--- src/rtl/spi_pkg.sv ---
// Shared definitions for the SPI flash-read responder: FSM encoding, opcodes
// and frame field widths.
package spi_pkg;

  typedef enum logic [2:0] {
    ST_IDLE,
    ST_CMD,
    ST_ADDR,
    ST_DUMMY,
    ST_FETCH,
    ST_DATA,
    ST_IGNORE
  } state_t;

  localparam logic [7:0] CMD_READ      = 8'h03;
  localparam logic [7:0] CMD_FAST_READ = 8'h0B;

  localparam int CMD_BITS  = 8;
  localparam int ADDR_BITS = 24;

endpackage

--- src/rtl/spi_in_sync.sv ---
// Brings the asynchronous SPI pins into clk: two-flop synchronizers on all
// three, plus a third sclk flop so rising/falling edges can be detected.
module spi_in_sync (
  input  logic clk,
  input  logic rst_n,
  input  logic sclk,
  input  logic cs_n,
  input  logic mosi,
  output logic sclk_rise,
  output logic sclk_fall,
  output logic cs_n_s,
  output logic mosi_s
);

  logic [2:0] sclk_q;
  logic [1:0] cs_q;
  logic [1:0] mosi_q;

  always_ff @(posedge clk) begin
    if (!rst_n) begin
      sclk_q <= 3'b000;
      cs_q   <= 2'b11;
      mosi_q <= 2'b00;
    end else begin
      sclk_q <= {sclk_q[1:0], sclk};
      cs_q   <= {cs_q[0], cs_n};
      mosi_q <= {mosi_q[0], mosi};
    end
  end

  // sclk_q[1] is the synchronized level, sclk_q[2] its previous value
  assign sclk_rise = sclk_q[1] & ~sclk_q[2];
  assign sclk_fall = ~sclk_q[1] & sclk_q[2];
  assign cs_n_s    = cs_q[1];
  assign mosi_s    = mosi_q[1];

endmodule

--- src/rtl/spi_flash_responder.sv ---
// SPI mode-0 target emulating a serial flash READ responder backed by a
// synchronous byte memory. Define FAST_READ_EN to also accept 0x0B + dummy byte.
//
// state     | meaning
// ----------+-----------------------------------------------------------
// ST_IDLE   | cs_n high, waiting for select
// ST_CMD    | shifting in the 8-bit opcode
// ST_ADDR   | shifting in the 24-bit address (only low ADDR_W bits kept)
// ST_DUMMY  | fast read only: 8 ignored clocks before the first fetch
// ST_FETCH  | first memory read in flight (mem_rd, then latch mem_data)
// ST_DATA   | streaming bytes on miso, prefetching the next byte
// ST_IGNORE | unsupported opcode, waiting for cs_n high
module spi_flash_responder #(
  parameter int         ADDR_W   = 16,
  parameter logic [7:0] CMD_READ = 8'h03
) (
  input  logic              clk,
  input  logic              rst_n,
  input  logic              sclk,
  input  logic              cs_n,
  input  logic              mosi,
  output logic              miso,
  output logic              miso_oe,
  output logic              mem_rd,
  output logic [ADDR_W-1:0] mem_addr,
  input  logic [7:0]        mem_data,
  output logic              busy,
  output logic              cmd_err
);
  import spi_pkg::*;

  logic sclk_rise, sclk_fall, cs_n_s, mosi_s;

  spi_in_sync u_sync (
    .clk       (clk),
    .rst_n     (rst_n),
    .sclk      (sclk),
    .cs_n      (cs_n),
    .mosi      (mosi),
    .sclk_rise (sclk_rise),
    .sclk_fall (sclk_fall),
    .cs_n_s    (cs_n_s),
    .mosi_s    (mosi_s)
  );

  state_t            state, state_n;
  logic [4:0]        bit_cnt, bit_cnt_n;
  logic [7:0]        cmd_sr, cmd_sr_n;
  logic [ADDR_W-1:0] addr_sr, addr_sr_n;
  logic [7:0]        tx_sr, tx_sr_n;
  logic [7:0]        pend, pend_n;
  logic              load_pend, load_pend_n;
  logic              fast, fast_n;
  logic              rd_d;
  logic              miso_oe_n, mem_rd_n, cmd_err_n;
  logic [ADDR_W-1:0] mem_addr_n;

  always_ff @(posedge clk) begin
    if (!rst_n) begin
      state     <= ST_IDLE;
      bit_cnt   <= '0;
      cmd_sr    <= '0;
      addr_sr   <= '0;
      tx_sr     <= '0;
      pend      <= '0;
      load_pend <= 1'b0;
      fast      <= 1'b0;
      rd_d      <= 1'b0;
      miso_oe   <= 1'b0;
      mem_rd    <= 1'b0;
      mem_addr  <= '0;
      cmd_err   <= 1'b0;
      busy      <= 1'b0;
    end else begin
      state     <= state_n;
      bit_cnt   <= bit_cnt_n;
      cmd_sr    <= cmd_sr_n;
      addr_sr   <= addr_sr_n;
      tx_sr     <= tx_sr_n;
      pend      <= pend_n;
      load_pend <= load_pend_n;
      fast      <= fast_n;
      rd_d      <= mem_rd;
      miso_oe   <= miso_oe_n;
      mem_rd    <= mem_rd_n;
      mem_addr  <= mem_addr_n;
      cmd_err   <= cmd_err_n;
      busy      <= ~cs_n_s;
    end
  end

  always_comb begin
    state_n     = state;
    bit_cnt_n   = bit_cnt;
    cmd_sr_n    = cmd_sr;
    addr_sr_n   = addr_sr;
    tx_sr_n     = tx_sr;
    pend_n      = pend;
    load_pend_n = load_pend;
    fast_n      = fast;
    mem_rd_n    = 1'b0;
    mem_addr_n  = mem_addr;
    cmd_err_n   = 1'b0;

    case (state)
      ST_IDLE: begin
        if (!cs_n_s) begin
          state_n   = ST_CMD;
          bit_cnt_n = '0;
          fast_n    = 1'b0;
        end
      end
      ST_CMD: begin
        if (sclk_rise) begin
          cmd_sr_n  = {cmd_sr[6:0], mosi_s};
          bit_cnt_n = bit_cnt + 5'd1;
          if (bit_cnt == 5'(CMD_BITS - 1)) begin
            bit_cnt_n = '0;
            if (cmd_sr_n == CMD_READ) begin
              state_n = ST_ADDR;
`ifdef FAST_READ_EN
            end else if (cmd_sr_n == CMD_FAST_READ) begin
              state_n = ST_ADDR;
              fast_n  = 1'b1;
`endif
            end else begin
              cmd_err_n = 1'b1;
              state_n   = ST_IGNORE;
            end
          end
        end
      end
      ST_ADDR: begin
        if (sclk_rise) begin
          // Upper address bits simply shift out of the ADDR_W-wide register
          addr_sr_n = {addr_sr[ADDR_W-2:0], mosi_s};
          bit_cnt_n = bit_cnt + 5'd1;
          if (bit_cnt == 5'(ADDR_BITS - 1)) begin
            bit_cnt_n = '0;
            if (fast) begin
              state_n = ST_DUMMY;
            end else begin
              state_n    = ST_FETCH;
              mem_rd_n   = 1'b1;
              mem_addr_n = addr_sr_n;
            end
          end
        end
      end
      ST_DUMMY: begin
        if (sclk_rise) begin
          bit_cnt_n = bit_cnt + 5'd1;
          if (bit_cnt == 5'(CMD_BITS - 1)) begin
            bit_cnt_n  = '0;
            state_n    = ST_FETCH;
            mem_rd_n   = 1'b1;
            mem_addr_n = addr_sr;
          end
        end
      end
      ST_FETCH: begin
        if (rd_d) begin
          pend_n      = mem_data;
          load_pend_n = 1'b1;
          bit_cnt_n   = '0;
          state_n     = ST_DATA;
        end
      end
      ST_DATA: begin
        if (sclk_fall) begin
          if (load_pend) begin
            tx_sr_n     = pend;
            load_pend_n = 1'b0;
          end else begin
            tx_sr_n = {tx_sr[6:0], 1'b0};
          end
        end
        if (sclk_rise) begin
          if (bit_cnt == 5'd7) begin
            bit_cnt_n  = '0;
            mem_addr_n = mem_addr + 1'b1;
            mem_rd_n   = 1'b1;
          end else begin
            bit_cnt_n = bit_cnt + 5'd1;
          end
        end
        // Prefetched byte arrives the clk after the read strobe ends
        if (rd_d) begin
          pend_n      = mem_data;
          load_pend_n = 1'b1;
        end
      end
      ST_IGNORE: begin
      end
      default: state_n = ST_IDLE;
    endcase

    // Deselect wins over everything, including a coincident sclk fall
    if (state != ST_IDLE && cs_n_s) begin
      state_n     = ST_IDLE;
      bit_cnt_n   = '0;
      tx_sr_n     = tx_sr;
      load_pend_n = 1'b0;
      mem_rd_n    = 1'b0;
      cmd_err_n   = 1'b0;
    end

    miso_oe_n = (state_n == ST_DATA);
  end

  assign miso = tx_sr[7];

endmodule
--- config.mk ---
export PLATFORM = sky130hd
export DESIGN_NAME = spi_flash_responder
export DESIGN_NICKNAME = d
export VERILOG_FILES = /design/src/rtl/spi_pkg.sv /design/src/rtl/spi_in_sync.sv /design/src/rtl/spi_flash_responder.sv
export SDC_FILE = /design/constraint.sdc
export NUM_CORES = 1
export LEC_CHECK = 0
export CAP_MARGIN = 10
export CORE_ASPECT_RATIO = 1.1
export CORE_UTILIZATION = 52
export CTS_CLUSTER_DIAMETER = 30
export DETAILED_ROUTE_END_ITERATION = 10
export GPL_TIMING_DRIVEN = 0
export HOLD_SLACK_MARGIN = 0.05
export MAX_ROUTING_LAYER = met4
export PLACE_DENSITY = 0.78
export SETUP_SLACK_MARGIN = 0.15
export SLEW_MARGIN = 10
export SYNTH_ARGS = -nofsm -noshare
export SYNTH_HDL_FRONTEND = slang
export SYNTH_SLANG_ARGS = --single-unit
--- constraint.sdc ---
create_clock -name clk -period 1.8 [get_ports clk]
set_clock_uncertainty 0.1 [all_clocks]
set_input_delay 0.27 -clock clk [delete_from_list [all_inputs] [get_ports clk]]
set_output_delay 0.27 -clock clk [all_outputs]
set_load 0.01 [all_outputs]
; ---- Yosys cells after proc, flatten, opt, wreduce, memory -nomap -nowiden
; Cells that the tools add are included.
[op_classes]
div_mod_pow = 0
reduce_logical = 19
mux = 36
shift = 0
addsub = 2
mul = 0
n_lt_le_gt_ge = 0
eq_ne = 20
bitwise = 10
[op_table]
columns = op, n
row1 = $mux 16, 6
row2 = $pmux 16 s3, 1
row3 = $mux 3, 10
row4 = $mux 5, 6
row5 = $pmux 5 s4, 1
row6 = $pmux 3 s6, 1
row7 = $add 16x1->16 const B, 1
row8 = $ne 2x2->1 const B, 8
row9 = $eq 3x3->1 const B, 4
row10 = $eq 8x2->1 const B, 1
row11 = $mux 1, 8
row12 = $mux 8, 1
row13 = $not 1->1, 8
row14 = $reduce_or 2->1, 4
row15 = $reduce_and 7->1, 1
row16 = $eq 3x2->1 const B, 2
row17 = $reduce_and 2->1, 3
row18 = $reduce_and 3->1, 2
row19 = $reduce_bool 3->1, 2
row20 = $add 5x1->5 const B, 1
row21 = $eq 5x3->1 const B, 1
row22 = $eq 5x5->1 const B, 1
row23 = $reduce_and 5->1, 1
row24 = $reduce_or 5->1, 1
row25 = 10 further kinds, 12
[totals]
mem_bits_rw = 0
mem_bits_ro = 0
output_inout_bits = 21
in_bits = 13
word_cells = 103
n_memories = 0
latchBits = 0
register_bits = 76

; ---- Depth between registers and ports, before layout
; Gate-level depths: netlist of run 1.
[depth]
depth_word = 7
depth_mapped = 8
ltp_nobuf = 6

; ---- Hierarchy
; A second synthesis of run 1 with hierarchy kept.
[unflattened]
hier_cells = 479
area_unflattened_um2 = 3749.8
[by_module_without_submodules]
columns = mod, seq_area_each_um2, area_each_um2, cells_each, instances
row1 = spi_flash_responder, 1381.3, 3553.4, 463, 1
row2 = spi_in_sync, 140.1, 196.4, 16, 1

; ---- Worst setup path before layout of run 1
; Ideal clock, no wire load.
[synth_timing]
path_kind = flip-flop to flip-flop
from = register bit_cnt[0]
to = register bit_cnt[3]
setup_time_ps = 76
n_path_buf = 0
path_slack_ps = -32
path_stages_with_launch = 7
required_ps = 1624
synth_period_minus_slack_ps = 1832
arrival_time_ps = 1656
path_cell_list = dfxtp_1 ha_1 nand3b_1 nor2_1 a221oi_2 or4b_1 a31oi_1
[synth_via]
elab_chain_len = 4
elab_cells_between_ends = 8
classes_between = add/sub (1) / eq/ne (2) / mux (5)
[synth_lines]
columns = item, line
row1 = from (decl), spi_flash_responder.sv:47  ; logic [4:0] bit_cnt, bit_cnt_n;
row2 = from (signal assigned), spi_flash_responder.sv:76  ; bit_cnt <= bit_cnt_n;
row3 = $add 5x1->5 (tied with other cells), --
row4 = "$mux 5, on equally long branches", --
row5 = "$mux 5, on equally long branches", "spi_flash_responder.sv:151, spi_flash_responder.sv:134"
row6 = $pmux 5 s4 *, spi_flash_responder.sv:105  ; case (state)
; Every way passes the cells marked *; elsewhere a longest branch is shown, timed or not. The select of a mux whose other input is x is not followed.
; A chain may end at the register's enable or synchronous reset.

; ---- Worst setup path after layout of run 1
[layout_timing]
from = register state[1]
to = register bit_cnt[3]
[layout_via]
elab_chain_len = 4
elab_cells_between_ends = 17
classes_between = eq/ne (9) / mux (1) / reduce/logical (7)
[layout_lines]
columns = item, line
row1 = from (decl), spi_flash_responder.sv:46  ; state_t state, state_n;
row2 = from (signal assigned), spi_flash_responder.sv:75  ; state <= state_n;
row3 = $eq 3x3->1 (tied with other cells), spi_flash_responder.sv:105
row4 = $reduce_or 3->1 (no line), --
row5 = $ne 2x1->1 (no line) / $reduce_bool 4->1 (equally long branches), --
row6 = $reduce_and 5->1 (no line), --
; Parallel ways exist; a longest one is shown, timed or not.

==> impl_results.md, run 1 <==
- CP peak stage delay: 0.53 ns
- Synth Instances: 440
- CTS max path bufs: 2
- Synth top area share: 40.1%
- Flop-to-flop setup slack: -0.1 ns
- Die H: 91.6 um
- Worst Setup Start Kind: register
- P&R area growth vs syn: 33.6%
- Setup crit start: state[1]
- GP Congestion: 0.921
- Number of synthesized flops with an enable pin: 0
- Mapped Nets: 455
- Avg Inst Size Synth: 8.62 um2
- Sw Ratio: 22.0%
- CTS buffer count: 9
- Vias in the first global route: 3,352
- Worst-Skew Late Latency: 0.35 ns
- Worst r2r dst: bit_cnt[3]
- Sequential share of the synthesized area: 40.1%
- CTS tree: built
- TNS Setup: -0.102 ns
- Global-route total usage across every layer: 26.6%
- Combinational Power Share: 4.9%
- Final net count: 528
- Detailed placement HPWL: 6440 um
- Fillers: 524
- CP delay by family, top: simple AND/OR/NAND/NOR gates
- # setup viols final: 2
- Cell variety after synth: 58
- DRT iter0 DRCs: 268
- Status: finished, violations left
- Final Power: 3290 uW
- Initial antenna violation count: 0
- CP Cell Sequence: buf_8 -> or2b_4 -> a21oi_4 -> a31oi_4 -> or4b_1 -> a31oi_1
- Final ANT Viol Nets: 0
- Fmax: 0.527 GHz
- IO Count: 34
- Met1 Wirelength: 4410 um
- Top cell type by total area after synthesis: dfxtp_1
- Mapped Area: 3790 um2
- Critical-path top delay cell: or4b_1
- Router iterations before antenna repair: 6
- CTS H-tree depth: 3
- Top Metal Used: met4
- Fraction of layout cells with a size suffix above 1: 26.4%
- Hold/Removal Path Class: reg2reg
- Slew @ Worst Pin: 0.622 ns
- Worst-path fanout max: 10
- Clock slew at reported path FFs: 0.08 ns
- Met2 routed WL: 4830 um
- CTS Hold Bufs: 0
- WP data arrival: 2.07 ns
- Worst slew margin relative to its limit: 58.5%
- Met3 WL post-DR: 603 um
- Critical path type: reg2reg
- CP Capture Type: register
- VDD IR max: 574 uV
- Power Density: 650 nW/um2
- Data required time of the worst path: 1.98 ns
- Remaining global-route overflow: 0
- # DRC: 0
- Failing checks: setup timing
- Synth Register Bits: 76
- Die Area: 7640 um2
- Worst Slack Setup Final: -0.0987 ns
- Largest net degree at the start of global routing: 13
- RSZ-0062 raised after global routing: true
- Crit Reg-Reg Startpoint: state[1]
- Leakage: 0.00208 uW
- Worst Hold Slack: 0.308 ns
- Die Width: 83.4 um
- Routed wire length: 10,100 um
- Max-Cap Viols: 0
- Period minus WS final: 1.90 ns
- Internal: 2570 uW
- Worst slack at placement: -0.588 ns
- CP Depth: 6
- Switching power: 723 uW
- CP bufs+invs: 1
- First-pass GRT wire length: 15,900 um
- CTS root buf: clkbuf_8
- N_diodes: 0
- Port buffer count: 33
- Final period utilization: 105%
- Worst Setup EP: bit_cnt[3]
- Synth top area cells: dfxtp_1, mux2i_1, nand2_1
- Synth Warn #: 0
- Asr flop ratio synth: 0%
- # clock sinks: 76
- Rows: 32
- Initial Utilization: 53.8%
- Final slew viol count: 0
- Worst reg2reg path depth: 6
- Final Hold Viols: 0
- Detail-routed via count per cell: 6.13
- Sequential power share: 51.3%
- Routed WL per cell: 16.8 um
- Vias post-DR: 3,697
- Core Region: 7050 um2
- Ys flop type: dfxtp_1
- Clock network power share: 43.8%
cells in the final DEF (no fill, tap or decap), types with 4 or more instances in the layout:
master / count
o211a_1: 8
nand2_1: 44
clkbuf_1: 5
nand3b_1: 6
dlygate4sd2_1: 8
buf_6: 14
mux2i_1: 22
clkdlybuf4s50_1: 17
a21oi_1: 22
o21ai_0: 14
o2bb2ai_1: 5
a22oi_1: 9
nor2_1: 12
inv_1: 4
dfxtp_4: 5
a21boi_1: 5
dlymetal6s2s_1: 8
nand2_2: 7
buf_4: 24
and2_1: 7
dfxtp_1: 60
buf_2: 5
clkbuf_8: 11
a21oi_2: 5
nand2b_1: 8
nand3_1: 28
o22ai_1: 4
clkbuf_2: 5
a22o_1: 11
dfxtp_2: 11
nor2b_1: 18
nand4_1: 4
a21boi_0: 17
state kept, by name, summed over array words and instances (netlist names):
signal	cells
pend	8
load_pend	1
busy	1
state	3
cmd_sr	7
miso_oe	1
u_sync.mosi_q	2
mem_addr	16
u_sync.sclk_q	3
cmd_err	1
bit_cnt	5
rd_d	1
tx_sr	8
u_sync.cs_q	2
mem_rd	1
addr_sr	16
power groups by stage:
stage               Sequential [uW]  Clock (uW)  Combinational, uW
finish                         1690        1440                161
global route                   1690        1520                174
CTS                            1690        1440                148
detailed placement             1740           0                137
global placement               1740           0                136
floorplan                      1730           0               79.8
per-stage QoR:
| step | area, um2 | instances | util [%] |
|---|---|---|---|
| after floorplan | 3860 | 440 | - |
| after CTS | 4890 | 595 | 69.4 |
| after global routing | 5070 | 603 | 71.9 |
| after detailed placement | 4300 | 558 | 61.0 |
| after global placement | 4300 | 558 | 61.0 |
| final | 5070 | 603 | 71.9 |
how the worst min path moves through the flow:
stage | startpoint | end | slack, ns | depth (start not counted)
after floorplan | cs_n | u_sync.cs_q[0] | 0.27 | 1
after global placement | u_sync.cs_q[0] | u_sync.cs_q[1] | 0.29 | 1
after detailed placement | u_sync.cs_q[0] | u_sync.cs_q[1] | 0.29 | 1
after CTS | u_sync.cs_q[0] | u_sync.cs_q[1] | 0.31 | 1
after global routing | u_sync.cs_q[0] | u_sync.cs_q[1] | 0.33 | 1
final | u_sync.cs_q[0] | u_sync.cs_q[1] | 0.31 | 1
routing by layer:
| layer | track usage, % | vias to the layer above |
|---|---|---|
| met2 | 42.3 | 154 |
| met1 | 32.9 | 1756 |
| met5 | - | - |
| li1 | - | 1755 |
| met3 | 5.18 | 32 |
| met4 | 11.9 | 0 |
worst register-to-register path: stages, from the launching register on:
cell and delay [ns]:
dfxtp_2 0.33, buf_8 0.14, or2b_4 0.29, a21oi_4 0.17
a31oi_4 0.08, or4b_1 0.53, a31oi_1 0.18
kinds of logic after synthesis:
logic type | share of synthesized area (%)
and+or+nand+nor | 24.4
AOI/OAI and AO/OA | 24.3
DFF | 40.1
buffers and inverters | 4.22
muxes | 5.81
xor gates and xnor gates | 0.462
adders and majority gates | 0.660
timing repair:
action | in CTS | in global routing
setup buffers | 20 | 7
cloned | 1 | 1
gates resized for setup | 81 | 41
pin swaps | 14 | 5
setup endpoints to repair | 69 | 55
final cells by class:
type	instances	area (um2)	area share [%]
well taps	85	106	2.10
repair buffers	62	581	11.5
clock inverters	5	75.1	1.48
multi-input cells	329	2330	46.1
inverters	5	23.8	0.469
flip-flops and latches	76	1550	30.7
clock buffers	11	141	2.79
plain buffers	30	250	4.94
synth_stat cells (5+ instances only):
| library cell | instances |
|---|---|
| o2bb2ai_1 | 6 |
| a31oi_1 | 5 |
| dfxtp_1 | 76 |
| and2_1 | 7 |
| o21ai_0 | 19 |
| nand3_1 | 30 |
| mux2i_1 | 22 |
| nand3b_1 | 6 |
| a22oi_1 | 12 |
| o211a_1 | 8 |
| a22o_1 | 11 |
| a21oi_1 | 27 |
| a21boi_0 | 20 |
| buf_2 | 11 |
| nor3_1 | 6 |
| nand2_1 | 53 |
| nand2b_1 | 8 |
| clkbuf_1 | 15 |
| nor2b_1 | 19 |
| nor2_1 | 15 |
Power figures use the tool's default switching activity.
==> run 2, diff against run 1 <==
--- a/config.mk
+++ b/config.mk
@@ -7,15 +7,16 @@
 export LEC_CHECK = 0
 export CAP_MARGIN = 10
 export CORE_ASPECT_RATIO = 1.1
-export CORE_UTILIZATION = 52
+export CORE_UTILIZATION = 55
 export CTS_CLUSTER_DIAMETER = 30
 export DETAILED_ROUTE_END_ITERATION = 10
 export GPL_TIMING_DRIVEN = 0
 export HOLD_SLACK_MARGIN = 0.05
 export MAX_ROUTING_LAYER = met4
-export PLACE_DENSITY = 0.78
+export PLACE_DENSITY = 0.79
 export SETUP_SLACK_MARGIN = 0.15
 export SLEW_MARGIN = 10
 export SYNTH_ARGS = -nofsm -noshare
 export SYNTH_HDL_FRONTEND = slang
+export SYNTH_HIERARCHICAL = 1
 export SYNTH_SLANG_ARGS = --single-unit
==> constraint.sdc (replaced) <==
create_clock -name clk -period 1.9 [get_ports clk]
set_clock_uncertainty 0.1 [all_clocks]
set_input_delay 0.285 -clock clk [delete_from_list [all_inputs] [get_ports clk]]
set_output_delay 0.285 -clock clk [all_outputs]
set_load 0.01 [all_outputs]
==> impl_results.md, run 2 <==
- Worst Setup Start Kind: register
- P&R area growth vs syn: 29.2%
- # setup viols final: 0
- DRT iter0 DRCs: 332
- Power Density: 634 nW/um2
- Routed wire length: 11,000 um
- Final std cells w/o fill: 630
- Inst Count DP: 594
- Synth Register Bits: 76
- CTS buffer count: 9
- Sequential share of the synthesized area: 40.6%
- Core Region: 6590 um2
- Vias post-DR: 3,955
- Leakage: 0.00167 uW
- Worst slack at placement: -0.435 ns
- # clock sinks: 76
- First-pass GRT wire length: 17,000 um
- Fraction of layout cells with a size suffix above 1: 23.4%
- Final period utilization: 96.0%
- Most frequent cells in the layout: nand2_1, a21oi_1, dfxtp_1
- TNS Setup: 0 ns
- Remaining global-route overflow: 0
- Slew @ Worst Pin: 0.610 ns
- Detailed placement HPWL: 7070 um
- WP data arrival: 1.98 ns
- Synth top area cells: dfxtp_1, nand2_1, a21oi_1
- N_diodes: 0
- Synth top cells by count: nand2_1, dfxtp_1, a21oi_1
- Final net count: 558
- Cell variety after synth: 67
- Hold/Removal Path Class: reg2reg
- Clock slew at reported path FFs: 0.09 ns
- Synth Instances: 479
- Mapped Nets: 494
- Die Width: 80.7 um
- Status: finished clean
- VDD IR max: 570 uV
- Synth top area share: 40.6%
- Die Area: 7150 um2
- Period minus WS final: 1.82 ns
- Global-route total usage across every layer: 32.2%
- Vias in the first global route: 3,656
- Top cell type by total area after synthesis: dfxtp_1
- CP Capture Type: register
- Die H: 88.6 um
- Rows: 31
- Critical path type: reg2reg
- Ys flop type: dfxtp_1
- Max-Cap Viols: 0
- GP Congestion: 0.963
- Final Hold Viols: 0
- Largest net degree at the start of global routing: 16
- CTS tree: built
- # DRC: 0
- Top flop regs: addr_sr: 16 flops, mem_addr: 16 flops
- Avg Inst Size Synth: 7.83 um2
- Router iterations before antenna repair: 5
- Most frequent cell after synthesis: nand2_1
- Initial antenna violation count: 0
- Number of synthesized flops with an enable pin: 0
- IO Count: 34
- Initial Utilization: 56.9%
- Mapped Area: 3750 um2
- Worst Slack Setup Final: 0.0752 ns
- CTS H-tree depth: 3
- Routed WL per cell: 17.5 um
- Worst Hold Slack: 0.321 ns
- Data required time of the worst path: 2.05 ns
- Port buffer count: 33
- Synth Warn #: 6
- CTS root buf: clkbuf_8
- Worst-path fanout max: 10
- Final slew viol count: 0
- CTS max path bufs: 2
- Asr flop ratio synth: 0%
- Worst slew margin relative to its limit: 59.3%
- Final ANT Viol Nets: 0
- RSZ-0062 raised after global routing: true
- Fmax: 0.548 GHz
- Worst-Skew Late Latency: 0.36 ns
- Detail-routed via count per cell: 6.28
- Most common cell after layout, fill and taps aside: nand2_1
## run 2: stage by stage
step                      power (uW)  utilization, %  cell area [um2]
after CTS                       3060            70.1             4620
final                           3070            73.5             4850
after floorplan                 1710               -             3750
after global placement          1760            63.5             4190
after global routing            3170            73.5             4850
after detailed placement        1760            63.5             4190
## run 2: final cells by class
class                   instances  area (um2)
well taps                      82         103
flip-flops and latches         76        1560
inverters                       5        18.8
multi-input cells             368        2250
clock inverters                 7        82.6
clock buffers                   9         124
fillers                       511        1750
plain buffers                  29         220
repair buffers                 54         494
## run 2: what timing repair did
action	in CTS	in global routing
buffers inserted	8	13
setup endpoints to repair	70	68
cloned	0	0
hold buffers	0	0
gates resized for setup	60	55
pin swaps	5	7
## run 2: layer usage
| metal | track usage, % | vias up | part of all wire [%] |
|---|---|---|---|
| met5 | - | - | 0 |
| li1 | - | 1836 | - |
| met4 | 20.1 | 0 | 5.2 |
| met1 | 35.8 | 1849 | 39 |
| met3 | 6.39 | 62 | 6.6 |
| met2 | 52.9 | 208 | 49 |
## run 2: kinds of logic after synthesis
| family | synth area share [%] |
|---|---|
| and+or+nand+nor | 26.9 |
| xor gates and xnor gates | 0.467 |
| DFF | 40.6 |
| adders and majority gates | 0.667 |
| AOI/OAI and AO/OA | 24.9 |
| buffers and inverters | 4.14 |
| muxes | 2.40 |
## run 2: worst paths after layout
path / start / cells after the start / end / slack, ns
worst max-delay path: state[2] / 8 / mem_addr[6] / 0.08
worst min-delay path: u_sync/cs_q[0] / 1 / u_sync/cs_q[1] / 0.32
worst max register to register: state[2] / 8 / mem_addr[6] / 0.08
worst min register to register: u_sync/cs_q[0] / 1 / u_sync/cs_q[1] / 0.32
## run 2: power by group
group / total [uW] / internal, uW / switching [uW]
sequential: 1610 / 1600 / 9.45
combinational: 148 / 66.0 / 81.9
clock: 1320 / 632 / 685
## run 2: worst max-delay path, stage by stage, from the launching register on
cell and delay [ns]:
dfxtp_4 0.38, buf_8 0.15, nor3b_4 0.23, nand2_2 0.12, a21o_1 0.18, buf_6 0.14, buf_8 0.15, a21oi_1 0.17
o2bb2ai_1 0.09
==> run 3, diff against run 2 <==
--- a/config.mk
+++ b/config.mk
@@ -14,9 +14,11 @@
 export HOLD_SLACK_MARGIN = 0.05
 export MAX_ROUTING_LAYER = met4
 export PLACE_DENSITY = 0.79
+export REMOVE_ABC_BUFFERS = 1
 export SETUP_SLACK_MARGIN = 0.15
 export SLEW_MARGIN = 10
 export SYNTH_ARGS = -nofsm -noshare
 export SYNTH_HDL_FRONTEND = slang
 export SYNTH_HIERARCHICAL = 1
 export SYNTH_SLANG_ARGS = --single-unit
+export TNS_END_PERCENT = 10
==> impl_results.md, run 3 (synthesis gave the netlist of run 2 again) <==
- Met1 usage: 38.8%
- Period minus WS final: 1.81 ns
- Reg area: 1560 um2
- Most common cell after layout, fill and taps aside: nand2_1
- Worst reg2reg path depth: 5
- Hold depth: 1
- Die Area: 7150 um2
- Met2 Use GR: 46.1%
- Status: finished clean
- WHS Endpoint: u_sync/cs_q[1]
- IO Count: 34
- GP Congestion: 0.827
- Worst Slack Setup Final: 0.0873 ns
- Initial Utilization: 56.9%
- Die H: 88.6 um
- Global-route total usage across every layer: 30.0%
- Vias post-DR: 3,690
- Fillers: 536
- CTS max path bufs: 2
- Clock slew at reported path FFs: 0.08 ns
- Hold/Removal Path Class: reg2reg
- N_diodes: 0
- Worst slack at placement: -1.05 ns
- Die Width: 80.7 um
- TNS Setup: 0 ns
- Flop-to-flop setup slack: 0.09 ns
- CTS H-tree depth: 3
- Worst Hold Slack: 0.317 ns
- Worst hold start: u_sync/cs_q[0]
- RSZ-0062 raised after global routing: true
- Final ANT Viol Nets: 0
- Leakage: 0.00149 uW
- Power Density: 694 nW/um2
- Max-Cap Viols: 0
- Worst Setup Start Kind: register
- Worst-path fanout max: 10
- Fraction of layout cells with a size suffix above 1: 17.2%
- Worst slew margin relative to its limit: 60.7%
- # clock sinks: 76
- # setup viols final: 0
- Post-route design area: 4580 um2
- Critical path type: reg2reg
- CTS root buf: clkbuf_8
- Worst-Skew Late Latency: 0.36 ns
- CTS buffer count: 9
- CP Capture Type: register
- Largest net degree at the start of global routing: 47
- Rows: 31
- Routed wire length: 9860 um
- Router iterations before antenna repair: 5
- GRT busiest layer: met2
- Routed WL per cell: 16.6 um
- Slew @ Worst Pin: 0.589 ns
- Port buffer count: 33
- Most frequent cells in the layout: nand2_1, a21oi_1, dfxtp_1
- CTS tree: built
- Core Region: 6590 um2
- Final slew viol count: 0
- Final Hold Viols: 0
- Detailed placement HPWL: 5710 um
- P&R area growth vs syn: 22.1%
- Final net count: 523
- Initial antenna violation count: 0
- Final period utilization: 95.4%
- Multi-input logic area: 2210 um2
- Remaining global-route overflow: 0
- DRT iter0 DRCs: 446
- Post-place instance area: 4050 um2
- # DRC: 0
- Vias in the first global route: 3,373
- Top flop regs: addr_sr: 16 flops, mem_addr: 16 flops
- VDD IR max: 470 uV
- Crit Reg-Reg Startpoint: state[1]
- M3 GR Usage: 4.95%
- Data required time of the worst path: 2.08 ns
- Worst r2r dst: bit_cnt[2]
- First-pass GRT wire length: 15,900 um
- Detail-routed via count per cell: 6.20
- WP data arrival: 2.00 ns
- Fmax: 0.552 GHz
-- run 3: through the flow --
stage	power (uW)	std cells	util (%)
after global placement	1750	564	61.4
after floorplan	1700	449	-
final	3180	595	69.4
after detailed placement	1750	564	61.4
after global routing	3250	595	69.4
after CTS	3170	595	67.8
-- run 3: worst max-delay path by stage --
stage	to	startpoint	depth (start not counted)	slack, ns
global route	bit_cnt[2]	state[2]	4	0.03
detailed placement	tx_sr[4]	state[2]	5	-1.05
finish	bit_cnt[2]	state[1]	5	0.09
CTS	bit_cnt[3]	rst_n	4	0.08
floorplan	mem_addr[11]	state[1]	5	-0.40
global placement	mem_addr[15]	state[1]	5	-0.97
-- run 3: layer usage --
| metal | wire [um] | vias up | part of all wire (%) |
|---|---|---|---|
| met2 | 4680 | 181 | 47 |
| met4 | 208 | 0 | 2.1 |
| met1 | 4240 | 1720 | 43 |
| li1 | - | 1765 | - |
| met3 | 725 | 24 | 7.4 |
| met5 | 0 | - | 0 |
-- run 3: final cells by class --
| class | count | area share [%] |
|---|---|---|
| Clock inverter | 5 | 1.80 |
| Timing Repair Buffer | 48 | 9.89 |
| Sequential cell | 76 | 34.0 |
| Multi-Input combinational cell | 368 | 48.3 |
| Tap cell | 82 | 2.24 |
| Inverter | 5 | 0.519 |
| Clock buffer | 11 | 3.31 |
-- run 3: what timing repair did --
item	CTS	global route
setup endpoints to repair	75	56
setup buffers	15	0
hold buffers	0	0
cloned	0	0
resized for setup	24	39
pin swaps	3	6
-- run 3: power by group --
group	switching, uW	internal, uW	total (uW)	leakage (uW)
Sequential	11.6	1590	1610	0.000624
Combinational	69.6	49.3	119	0.000751
Clock	635	816	1450	0.000120
Total	716	2460	3180	0.00149
-- run 3: critical path: stages (launching register included) --
cell	delay, ns
dfxtp_4	0.39
or2_1	0.26
o22ai_2	0.20
a221oi_4	0.09
or4b_1	0.53
a21oi_1	0.17
